===== src/rtl/fifo_ctrl_if.sv =====
// Handshake and status bundle between producer/consumer logic and fifo_ctrl.
// The almost-full/almost-empty signals exist only when FIFO_ALMOST_FLAGS_EN is defined.
interface fifo_ctrl_if #(
    parameter int ADDR_SIZE = 10
);
    logic                 i_wrEn;
    logic                 i_rdEn;
    logic                 i_flush;
    logic                 o_ramWe;
    logic [ADDR_SIZE-1:0] o_ramWAddr;
    logic [ADDR_SIZE-1:0] o_ramRAddr;
    logic                 o_rdValid;
    logic                 o_full;
    logic                 o_empty;
    logic [ADDR_SIZE:0]   o_count;
    logic                 o_overflow;
    logic                 o_underflow;
`ifdef FIFO_ALMOST_FLAGS_EN
    logic                 o_almostFull;
    logic                 o_almostEmpty;
`endif

    modport master (
        output i_wrEn, i_rdEn, i_flush,
        input  o_ramWe, o_ramWAddr, o_ramRAddr, o_rdValid, o_full, o_empty,
               o_count, o_overflow, o_underflow
`ifdef FIFO_ALMOST_FLAGS_EN
        , input o_almostFull, o_almostEmpty
`endif
    );

    modport slave (
        input  i_wrEn, i_rdEn, i_flush,
        output o_ramWe, o_ramWAddr, o_ramRAddr, o_rdValid, o_full, o_empty,
               o_count, o_overflow, o_underflow
`ifdef FIFO_ALMOST_FLAGS_EN
        , output o_almostFull, o_almostEmpty
`endif
    );
endinterface


===== src/rtl/fifo_ctrl.sv =====
// Synchronous FIFO controller driving a dual-port ram with a registered read address.
// Optional almost-full/almost-empty flags are enabled by defining FIFO_ALMOST_FLAGS_EN.
module fifo_ctrl #(
    parameter int ADDR_SIZE = 10
`ifdef FIFO_ALMOST_FLAGS_EN
    ,
    parameter int AF_LEVEL  = (2**ADDR_SIZE) - 4,
    parameter int AE_LEVEL  = 4
`endif
) (
    input  logic       clk,
    input  logic       rst_n,
    fifo_ctrl_if.slave io_bus
);
    logic [ADDR_SIZE:0] r_wrPtr;
    logic [ADDR_SIZE:0] r_rdPtr;
    logic [ADDR_SIZE:0] r_count;
    logic               r_full;
    logic               r_empty;
    logic               r_rdValid;
    logic               r_overflow;
    logic               r_underflow;

    logic               w_pushOk;
    logic               w_popOk;
    logic [ADDR_SIZE:0] w_wrPtrNext;
    logic [ADDR_SIZE:0] w_rdPtrNext;
    logic [ADDR_SIZE:0] w_countNext;
    logic               w_fullNext;
    logic               w_emptyNext;

    // Acceptance uses only the registered flags, so a same-cycle pop never frees room for a push.
    assign w_pushOk = io_bus.i_wrEn & ~r_full & ~io_bus.i_flush;
    assign w_popOk  = io_bus.i_rdEn & ~r_empty & ~io_bus.i_flush;

    always_comb begin
        w_wrPtrNext = r_wrPtr;
        w_rdPtrNext = r_rdPtr;
        if (io_bus.i_flush) begin
            w_wrPtrNext = '0;
            w_rdPtrNext = '0;
        end else begin
            if (w_pushOk) w_wrPtrNext = r_wrPtr + (ADDR_SIZE+1)'(1);
            if (w_popOk)  w_rdPtrNext = r_rdPtr + (ADDR_SIZE+1)'(1);
        end
        w_countNext = w_wrPtrNext - w_rdPtrNext;
        w_emptyNext = (w_wrPtrNext == w_rdPtrNext);
        w_fullNext  = (w_wrPtrNext[ADDR_SIZE-1:0] == w_rdPtrNext[ADDR_SIZE-1:0]) &&
                      (w_wrPtrNext[ADDR_SIZE] != w_rdPtrNext[ADDR_SIZE]);
    end

    always_ff @(posedge clk or negedge rst_n) begin
        if (!rst_n) begin
            r_wrPtr     <= '0;
            r_rdPtr     <= '0;
            r_count     <= '0;
            r_full      <= 1'b0;
            r_empty     <= 1'b1;
            r_rdValid   <= 1'b0;
            r_overflow  <= 1'b0;
            r_underflow <= 1'b0;
        end else begin
            r_wrPtr   <= w_wrPtrNext;
            r_rdPtr   <= w_rdPtrNext;
            r_count   <= w_countNext;
            r_full    <= w_fullNext;
            r_empty   <= w_emptyNext;
            r_rdValid <= w_popOk;
            if (io_bus.i_wrEn & r_full & ~io_bus.i_flush)  r_overflow  <= 1'b1;
            if (io_bus.i_rdEn & r_empty & ~io_bus.i_flush) r_underflow <= 1'b1;
        end
    end

`ifdef FIFO_ALMOST_FLAGS_EN
    logic r_almostFull;
    logic r_almostEmpty;

    always_ff @(posedge clk or negedge rst_n) begin
        if (!rst_n) begin
            r_almostFull  <= 1'b0;
            r_almostEmpty <= 1'b1;
        end else begin
            r_almostFull  <= (w_countNext >= (ADDR_SIZE+1)'(AF_LEVEL));
            r_almostEmpty <= (w_countNext <= (ADDR_SIZE+1)'(AE_LEVEL));
        end
    end

    assign io_bus.o_almostFull  = r_almostFull;
    assign io_bus.o_almostEmpty = r_almostEmpty;
`endif

    // Write strobe is gated by reset so nothing reaches the ram while rst_n is low.
    assign io_bus.o_ramWe      = w_pushOk & rst_n;
    assign io_bus.o_ramWAddr   = r_wrPtr[ADDR_SIZE-1:0];
    assign io_bus.o_ramRAddr   = r_rdPtr[ADDR_SIZE-1:0];
    assign io_bus.o_rdValid    = r_rdValid;
    assign io_bus.o_full       = r_full;
    assign io_bus.o_empty      = r_empty;
    assign io_bus.o_count      = r_count;
    assign io_bus.o_overflow   = r_overflow;
    assign io_bus.o_underflow  = r_underflow;
endmodule


===== src/flat_wrapper.sv =====
// flat-port wrapper written by rule: the top's interface ports become plain ports
module fifo_ctrl_flat 
#(
    parameter int ADDR_SIZE = 10

)
  (clk, rst_n, io_bus_i_wrEn, io_bus_i_rdEn, io_bus_i_flush, io_bus_o_ramWe, io_bus_o_ramWAddr, io_bus_o_ramRAddr, io_bus_o_rdValid, io_bus_o_full, io_bus_o_empty, io_bus_o_count, io_bus_o_overflow, io_bus_o_underflow);
  fifo_ctrl_if #(.ADDR_SIZE(ADDR_SIZE)) io_bus_i ();
  input  logic clk;
  input  logic rst_n;
  input wire logic [$bits(io_bus_i.i_wrEn)-1:0] io_bus_i_wrEn;
  input wire logic [$bits(io_bus_i.i_rdEn)-1:0] io_bus_i_rdEn;
  input wire logic [$bits(io_bus_i.i_flush)-1:0] io_bus_i_flush;
  output wire logic [$bits(io_bus_i.o_ramWe)-1:0] io_bus_o_ramWe;
  output wire logic [$bits(io_bus_i.o_ramWAddr)-1:0] io_bus_o_ramWAddr;
  output wire logic [$bits(io_bus_i.o_ramRAddr)-1:0] io_bus_o_ramRAddr;
  output wire logic [$bits(io_bus_i.o_rdValid)-1:0] io_bus_o_rdValid;
  output wire logic [$bits(io_bus_i.o_full)-1:0] io_bus_o_full;
  output wire logic [$bits(io_bus_i.o_empty)-1:0] io_bus_o_empty;
  output wire logic [$bits(io_bus_i.o_count)-1:0] io_bus_o_count;
  output wire logic [$bits(io_bus_i.o_overflow)-1:0] io_bus_o_overflow;
  output wire logic [$bits(io_bus_i.o_underflow)-1:0] io_bus_o_underflow;
  assign io_bus_i.i_wrEn = io_bus_i_wrEn;
  assign io_bus_i.i_rdEn = io_bus_i_rdEn;
  assign io_bus_i.i_flush = io_bus_i_flush;
  assign io_bus_o_ramWe = io_bus_i.o_ramWe;
  assign io_bus_o_ramWAddr = io_bus_i.o_ramWAddr;
  assign io_bus_o_ramRAddr = io_bus_i.o_ramRAddr;
  assign io_bus_o_rdValid = io_bus_i.o_rdValid;
  assign io_bus_o_full = io_bus_i.o_full;
  assign io_bus_o_empty = io_bus_i.o_empty;
  assign io_bus_o_count = io_bus_i.o_count;
  assign io_bus_o_overflow = io_bus_i.o_overflow;
  assign io_bus_o_underflow = io_bus_i.o_underflow;
  fifo_ctrl #(.ADDR_SIZE(ADDR_SIZE)) u_core (.clk(clk), .rst_n(rst_n), .io_bus(io_bus_i));
endmodule

===== config.mk =====
export PLATFORM = sky130hd
export DESIGN_NAME = fifo_ctrl_flat
export DESIGN_NICKNAME = d
export VERILOG_FILES = /design/src/rtl/fifo_ctrl_if.sv /design/src/rtl/fifo_ctrl.sv /design/src/flat_wrapper.sv
export SDC_FILE = /design/constraint.sdc
export NUM_CORES = 1
export LEC_CHECK = 0
export CORE_ASPECT_RATIO = 1.2
export CORE_MARGIN = 3
export CORE_UTILIZATION = 36
export CTS_BUF_LIST = sky130_fd_sc_hd__clkbuf_8
export CTS_CLUSTER_SIZE = 12
export DETAILED_ROUTE_END_ITERATION = 8
export GPL_TIMING_DRIVEN = 0
export PLACE_DENSITY_LB_ADDON = 0.05
export SLEW_MARGIN = 20
export SYNTH_ARGS = -nofsm -noshare
export SYNTH_HDL_FRONTEND = slang
export SYNTH_SLANG_ARGS = --single-unit

===== constraint.sdc =====
create_clock -name clk -period 4.04 [get_ports clk]
set_input_delay 0.404 -clock clk [delete_from_list [all_inputs] [get_ports clk]]
set_output_delay 0.404 -clock clk [all_outputs]
set_load 0.005 [all_outputs]

# ---- Yosys cells after proc, flatten, opt, wreduce, memory -nomap -nowiden
# Cells that the tools add are included.
# Widths: inputs -> output; s select.
dict set report totals {
  in_bits 5
  ff_bits 38
  elab_cells 31
  out_inout_bits 37
}
dict set report op_classes {
  reduce_logical 1
  bitwise_logic 12
  add_sub_neg 3
  mux 4
  eq_ne 3
}
# cell n
set ops {}
lappend ops {{$mux 11} 4}
lappend ops {{$add 11x1->11 const B} 2}
lappend ops {{$eq 11x11->1} 1}
lappend ops {{$sub 11x11->11} 1}
lappend ops {{$eq 10x10->1} 1}
lappend ops {{$and 1x1->1} 9}
lappend ops {{$not 1->1} 3}
lappend ops {{$logic_and 1x1->1} 1}
lappend ops {{$ne 1x1->1} 1}

# ---- Longest topological paths before layout
# Gate-level depths: netlist (run 1).
dict set report depth {
  ltp_word 7
  mapped_depth 12
  ltp_nobuf 12
}

# ---- Least setup slack after synthesis (run 1)
# Ideal clock, no wire load.
dict set report synth_path {
  kind {reg2reg}
  start {register u_core.r_empty (netlist: u_core.io_bus.o_empty)}
  end {register u_core.r_count[9] (netlist: u_core.io_bus.o_count[9])}
  path_stages_with_launch 11
  slack_ns 1.450
  n_path_buf 0
  arrival_ns 2.503
  required_time_ns 3.953
  setup_ns 0.087
  synth_period_minus_slack_ns 2.590
  cell_sequence {dfstp_2 and4bb_1 and2_1 nand4_1 xor2_1 or2_2 ha_1 a21o_1 a21o_1 or3_1 o211ai_1}
}
dict set report synth_via {
  elab_chain_len 6
}
# element line
set synth_rtl {}
lappend synth_rtl {{start: declaration} fifo_ctrl.sv:19} ;# logic r_empty;
lappend synth_rtl {{start signal: assignment} fifo_ctrl.sv:67} ;# r_empty <= w_emptyNext;
lappend synth_rtl {{$not 1->1} fifo_ctrl.sv:34} ;# assign w_popOk = io_bus.i_rdEn & ~r_empty & ~io_bus.i_flush;
lappend synth_rtl {{$and 1x1->1 (2 in a row)} fifo_ctrl.sv:34}
lappend synth_rtl {{$mux 11} fifo_ctrl.sv:44} ;# if (w_popOk) w_rdPtrNext = r_rdPtr + (ADDR_SIZE+1)'(1);
lappend synth_rtl {{$mux 11} fifo_ctrl.sv:39} ;# if (io_bus.i_flush) begin
lappend synth_rtl {{$sub 11x11->11} fifo_ctrl.sv:46} ;# w_countNext = w_wrPtrNext - w_rdPtrNext;
lappend synth_rtl {{net u_core.w_countNext[9]} fifo_ctrl.sv:28} ;# logic [ADDR_SIZE:0] w_countNext;
lappend synth_rtl {{end signal: assignment} fifo_ctrl.sv:65} ;# r_count <= w_countNext;
lappend synth_rtl {{end: declaration} fifo_ctrl.sv:17} ;# logic [ADDR_SIZE:0] r_count;
# The timed path passes the listed nets, and every way through them passes these cells.
# A chain may end at the register's enable or synchronous reset.

# ---- Worst setup path in the final report (run 1)
dict set report layout_path {
  start {input port io_bus_i_flush}
  end {register u_core.r_count[10] (netlist: u_core.io_bus.o_count[10])}
}
dict set report layout_via {
  elab_chain_len 5
  elab_cells_between_ends 8
  classes_between {1 x add/sub; 4 x mux; 3 x bitwise}
}
# element line
set layout_rtl {}
lappend layout_rtl {{start: declaration} flat_wrapper.sv:13} ;# input wire logic [$bits(io_bus_i.i_flush)-1:0] io_bus_i_flush;
lappend layout_rtl {{$not 1->1} fifo_ctrl.sv:33} ;# assign w_pushOk = io_bus.i_wrEn & ~r_full & ~io_bus.i_flush;
lappend layout_rtl {{$and 1x1->1} fifo_ctrl.sv:33}
lappend layout_rtl {{$mux 11} fifo_ctrl.sv:43} ;# if (w_pushOk) w_wrPtrNext = r_wrPtr + (ADDR_SIZE+1)'(1);
lappend layout_rtl {{$mux 11 *} fifo_ctrl.sv:39}
lappend layout_rtl {{net u_core.w_wrPtrNext[1]} fifo_ctrl.sv:26} ;# logic [ADDR_SIZE:0] w_wrPtrNext;
lappend layout_rtl {{$sub 11x11->11 *} fifo_ctrl.sv:46}
lappend layout_rtl {{net u_core.w_countNext[10]} fifo_ctrl.sv:28}
# Mark *: on every way through the listed nets, which the timed path passes. The rest lies on a longest branch.

==> metrics, run 1 <==
Via density 4.72; final worst clock skew 0.00441 ns; combinational power share 26.0%; total routed wirelength 4760 um; fin. max-slew vios 0; maximum vdd drop 0.220 mV; slowest stage delay, CP 0.62 ns; Setup Buffers After CTS 0; Tcrit/Tclk final 84.8%; final hold violations 0; fmax 292 MHz; Synth Flop Type dfrtp_1; DIE HEIGHT 92.6 um; Synth Net Count 240; Hold Path Class in2async; Max-Cap Viols 0; clock-pin slew on the worst setup and hold paths 0.07 ns; ANT cells 0; Setup TNS Final 0 ns; DRC violations left 0; flops & latches, synth 38; total CTS buffers 5; Max Buffers Root-to-Sink 2; type of origin of the critical path input pin; post-layout total power 0.00102 W; # setup viols final 0; I/O Pins 42; Syn Area/Cell 10.1 sq um; Lkg Pwr 1.31 nW; status finished clean; drt wl/cell 13.5 um; R2R Path Start u_core.io_bus.o_empty; H-tree levels 2; Area contributors post-synth dfrtp_1, buf_4, ha_1; share of flip-flops with an asynchronous set or reset 100%; Mapped Area 0.00225 sq mm; Yosys top cell by area dfrtp_1; sequential cell area fraction in the yosys report 42.3%; Initial Util 38.4%; Layout fillers 588; post-cts resize count 0; Max-slew headroom 62.1%; GRT overflow 0; DRT iter0 DRCs 47; antenna violations before repair 0; Layout Area Growth over Synthesis 28.2%; largest net degree at the start of global routing 28; CP Cell Sequence clkdlybuf4s50_1, clkbuf_1, clkbuf_1, nor2_1, fa_1, a21o_1, a21o_1, a31oi_1, o21ai_0, xnor2_1; Int Pwr 0.000764 W; top-count cell post-synth dfrtp_1; Psw 0.000260 W; crit path from io_bus_i_flush; final RePlAce weighted congestion 0.768; nets 289; Clock Tree Root clkbuf_8; clk_lat worst skew 0.28 ns; 1st-pass router iterations 4; Yosys warnings 0; proportion of power drawn by flip-flops and latches 44.5%; gr usage total 14.7%; EDFF count, synth 0; via count 1661; unrepaired setup endpoints after global routing false; Pwr per Cell Area 355 mW/mm^2; Least-Margin Pin Slew 0.568 ns; Post-CTS Hold Buffers 0; worst-case reg-to-reg path depth 10; first-pass GRT wire length 8290 um; TritonCTS clock tree built; vias in the first global route 1676; Worst path slowest cell clkdlybuf4s50_1; dpl hpwl 3720 um; CP Capture Type register; Yosys top cell area share 41.1%; Critical Path AT 3.60 ns; Req. time, crit path 4.21 ns; clk sinks 38; Synth cell types 42; critical-path maximum fanout 10; Crit Path Class in2reg; FP Rows 30; R2R Setup Slk 1.22 ns; I/O Buffers 41; core outline area 0.00586 sq mm; synth cell count leaders dfrtp_1, nor2_1, buf_4; min cycle time layout 3.43 ns; antenna viol nets, final 0; clock power share 29.4%; synthesized instance count 222; die area 0.00724 sq mm; hold_ws 0.00865 ns; Die W 78.2 um; sw frac 25.4%; share of layout cells above drive strength 1 16.9%
==> sequential cells by signal, indices dropped and copies added (netlist names) <==
register                   flops
u_core.io_bus.o_empty          1
u_core.io_bus.o_underflow      1
u_core.r_rdPtr                11
u_core.io_bus.o_rdValid        1
u_core.io_bus.o_full           1
u_core.io_bus.o_overflow       1
u_core.r_wrPtr                11
u_core.io_bus.o_count         11
==> logic make-up (layout without fill, tap and decap cells) <==
kind of cell | after synthesis | count (layout) | synth area share, %
buffers and inverters | 30 | 80 | 8.34
xor gates and xnor gates | 25 | 25 | 10.1
AOI/OAI and AO/OA | 27 | 27 | 7.56
and+or+nand+nor | 85 | 85 | 22.0
DFF | 38 | 38 | 42.3
adders and majority gates | 13 | 13 | 7.56
muxes | 4 | 4 | 2.17
==> path summary, 6_finish.rpt <==
kind / to
max in group asynchronous: u_core.io_bus.o_empty
worst min register to register: u_core.io_bus.o_overflow
worst min-delay path: u_core.r_rdPtr[1]
worst max-delay path: u_core.io_bus.o_count[10]
min in group clk: u_core.io_bus.o_overflow
worst max register to register: u_core.io_bus.o_count[9]
==> power by group through the flow <==
stage	Combinational, W	Clock [W]	Sequential [W]
floorplan	0.000118	0	0.000469
global placement	0.000269	0	0.000465
detailed placement	0.000272	0	0.000465
CTS	0.000274	0.000315	0.000457
global route	0.000300	0.000334	0.000464
finish	0.000267	0.000302	0.000456
==> cell usage in the layout (no fill, tap or decap), types with 6 or more instances in the layout <==
cell and count:
or2_2 9, xnor2_1 10, clkdlybuf4s50_1 40, clkbuf_8 8, nor2_1 22, o21ai_0 6, dfrtp_1 37, xor2_1 14
inv_1 7, a21oi_1 7, buf_4 20, nand2_1 16, ha_1 12
==> layer usage <==
layer	GRT usage, %	part of all wire [%]	up-vias
met5	0	0	-
met4	3.94	0.65	0
met3	3.40	3.5	2
met2	25.3	52	29
met1	18.4	44	800
li1	-	-	830
==> through the flow <==
| stage | setup WS [ns] | cell area, sq um | cells | utilization [%] |
|---|---|---|---|---|
| finish | 0.612 | 2890 | 352 | 49.3 |
| detailed placement | 0.243 | 2780 | 344 | 47.4 |
| floorplan | 1.45 | 2250 | 222 | - |
| global route | 0.300 | 2890 | 352 | 49.3 |
| global placement | 0.264 | 2760 | 343 | 47.2 |
| CTS | 0.547 | 2890 | 352 | 49.3 |
==> critical path, delay by kind of cell <==
kind            cells  cell delay [ns]
compound gates      4             0.85
xor+xnor            1             0.14
fa+ha+maj           1             0.46
buf+inv             3             1.54
simple gates        1             0.20
==> area by class of cell <==
cell class | count | area [sq um] | share of cell area, %
Buffer | 23 | 161 | 5.59
Timing Repair Buffer | 42 | 425 | 14.7
Clock buffer | 8 | 110 | 3.81
Multi-Input combinational cell | 154 | 1110 | 38.5
Inverter | 7 | 26.3 | 0.910
Tap cell | 80 | 100 | 3.47
Sequential cell | 38 | 952 | 33.0
Note: power is estimated with default switching activity, not from simulation.
==> run 2: changes to the inputs <==
clock period = 3.4 ns   (was 4.04 ns; I/O delays follow)
==> run 2 against run 1 <==
Setup slack got worse by 0.36 ns. Combinational power rose by 19%. First-iteration DRC count rose by 2.1%. Utilization rose by 0.19 points. Final area rose by 0.39%. Power rose by 19%. Sequential power rose by 19%. Sequential cell count did not move. Final cell count rose by 0.28%. Largest cell class unchanged.
==> metrics, run 2 (same netlist as run 1, synthesis figures left out) <==
FP Rows 30 (unchanged); Via density 4.71 (-0.10%); I/O Pins 42 (unchanged); Layout fillers 586 (-0.34%); Psw 0.000310 W (+19%); Tcrit/Tclk final 92.6%; maximum vdd drop 0.262 mV (+19%); Req. time, crit path 3.57 ns (-0.64 ns); 1st-pass router iterations 4 (unchanged); pre-CTS WS -0.333 ns (-0.576 ns); proportion of power drawn by flip-flops and latches 44.5% (about the same); first-pass GRT wire length 8310 um (+0.34%); TritonCTS clock tree built; DIE HEIGHT 92.6 um (unchanged); total CTS buffers 5 (unchanged); GRT overflow 0 (unchanged); critical path's top delay family buffers and inverters; DRT iter0 DRCs 48 (+2.1%); dpl hpwl 3720 um (unchanged); Non-Filler Cell Area, Final 0.00290 sq mm (+0.39%); nets 290 (+0.35%); Max Buffers Root-to-Sink 2 (unchanged); most used cell, CP a21o_1; hold_ws 0.483 ns (+0.474 ns); clock power share 29.4% (about the same); total routed wirelength 4760 um (about the same); Worst path slowest cell clkdlybuf4s50_1; commonest cells after routing, fill and taps aside clkdlybuf4s50_1, dfrtp_1, nor2_1, buf_4, nand2_1; Hold Path Class reg2reg; leading cell type in the layout, fill and taps excluded clkdlybuf4s50_1; CP Cell Sequence clkdlybuf4s50_1, clkbuf_1, clkbuf_2, nor2_1, fa_1, a21o_1, a21o_1, a31oi_1, o21ai_0, xnor2_1; drt wl/cell 13.5 um (-0.20%); fin. max-slew vios 0 (unchanged); CP Capture Type register; Initial Util 38.4% (unchanged); Crit Path Class in2reg; ANT cells 0 (unchanged); clock-pin slew on the worst setup and hold paths 0.07 ns (about the same); fmax 318 MHz; Critical Path AT 3.32 ns (-0.28 ns); slowest stage delay, CP 0.62 ns (about the same); final setup margin 0.253 ns (-0.359 ns); gr usage total 14.7% (+0.041 points); worst-case reg-to-reg path depth 10 (unchanged); type of origin of the critical path input pin; min cycle time layout 3.15 ns; R2R Setup Slk 0.58 ns (-0.64 ns); R2R Path Start u_core.io_bus.o_empty; sw frac 25.4% (+0.028 points); Max-slew headroom 65.9% (+3.8 points); post-layout total power 0.00122 W (+19%); antenna viol nets, final 0 (unchanged); vias in the first global route 1684 (+0.48%); cell depth of the worst hold path 1; Die W 78.2 um (unchanged); Setup Buffers After CTS 0 (unchanged); Max-Cap Viols 0 (unchanged); Buf/Inv on CP 3 (unchanged); final RePlAce weighted congestion 0.768 (unchanged); I/O Buffers 41 (unchanged); die area 0.00724 sq mm (unchanged); FF-to-FF End u_core.io_bus.o_count[9]; DRC violations left 0 (unchanged); Pwr per Cell Area 421 mW/mm^2 (+19%); core outline area 0.00586 sq mm (unchanged); status finished clean; Worst Hold End u_core.io_bus.o_overflow; Lkg Pwr 1.32 nW (+0.54%); via count 1664 (+0.18%); Least-Margin Pin Slew 0.511 ns (-0.0569 ns); HP Start u_core.io_bus.o_overflow; clk sinks 38 (unchanged); Int Pwr 0.000909 W (+19%); unrepaired setup endpoints after global routing false; Layout Area Growth over Synthesis 28.7%; combinational power share 26.1% (about the same); largest net degree at the start of global routing 28 (unchanged); critical-path maximum fanout 10 (unchanged); Clock Tree Root clkbuf_8; clk_lat worst skew 0.28 ns (about the same); H-tree levels 2 (unchanged); dpl cell area 0.00278 sq mm (unchanged); final worst clock skew 0.00476 ns (+0.000344 ns); Setup TNS Final 0 ns (unchanged); antenna violations before repair 0 (unchanged); # setup viols final 0 (unchanged); final hold violations 0 (unchanged); share of layout cells above drive strength 1 17.2% (+0.30 points)
run 2: cell count changes in the layout (fill, tap and decap cells not counted), sizes merged:
cell         before  now
dlygate4sd3       0    1
run 2: power groups by stage:
stage | Sequential, W | Combinational [W] | Clock [W]
after global routing | 0.000552 | 0.000358 | 0.000397
after global placement | 0.000552 | 0.000319 | 0
final | 0.000542 | 0.000318 | 0.000359
after detailed placement | 0.000552 | 0.000323 | 0
after floorplan | 0.000557 | 0.000141 | 0
after CTS | 0.000543 | 0.000326 | 0.000374
run 2: final cells by class:
cell class / count / area (sq um) / share of cell area [%]
Tap cell: 80 / 100 / 3.45
Buffer: 23 / 163 / 5.61
Clock buffer: 8 / 110 / 3.80
Multi-Input combinational cell: 154 / 1110 / 38.3
Inverter: 7 / 26.3 / 0.907
Timing Repair Buffer: 43 / 435 / 15.0
Sequential cell: 38 / 952 / 32.9
run 2: metal layers:
metal / track usage (%) / vias up / share of wire, %
met5: 0 / - / 0
met2: 25.4 / 29 / 52
met3: 3.31 / 2 / 3.4
met1: 18.5 / 801 / 44
li1: - / 832 / -
met4: 3.94 / 0 / 0.65
run 2: timing repair:
item,CTS,global route
setup endpoints to repair,1,0
resized for setup,1,0
hold endpoints to repair,12,0
hold buffers,1,0
run 2: worst max-delay path by stage:
| stage | from | endpoint | slack (ns) | cells past startpoint |
|---|---|---|---|---|
| floorplan | u_core.io_bus.o_empty | u_core.io_bus.o_count[9] | 0.81 | 10 |
| global placement | io_bus_i_flush | u_core.io_bus.o_count[10] | -0.31 | 10 |
| detailed placement | io_bus_i_flush | u_core.io_bus.o_count[10] | -0.33 | 10 |
| CTS | io_bus_i_flush | u_core.io_bus.o_count[10] | 0.19 | 10 |
| global route | io_bus_i_flush | u_core.io_bus.o_count[10] | 0.0007 | 10 |
| finish | io_bus_i_flush | u_core.io_bus.o_count[10] | 0.25 | 10 |
run 2: metrics by stage:
step	instances	utilization, %
after floorplan	222	-
after global placement	343	47.2
after detailed placement	344	47.4
after CTS	353	49.5
after global routing	353	49.5
final	353	49.5
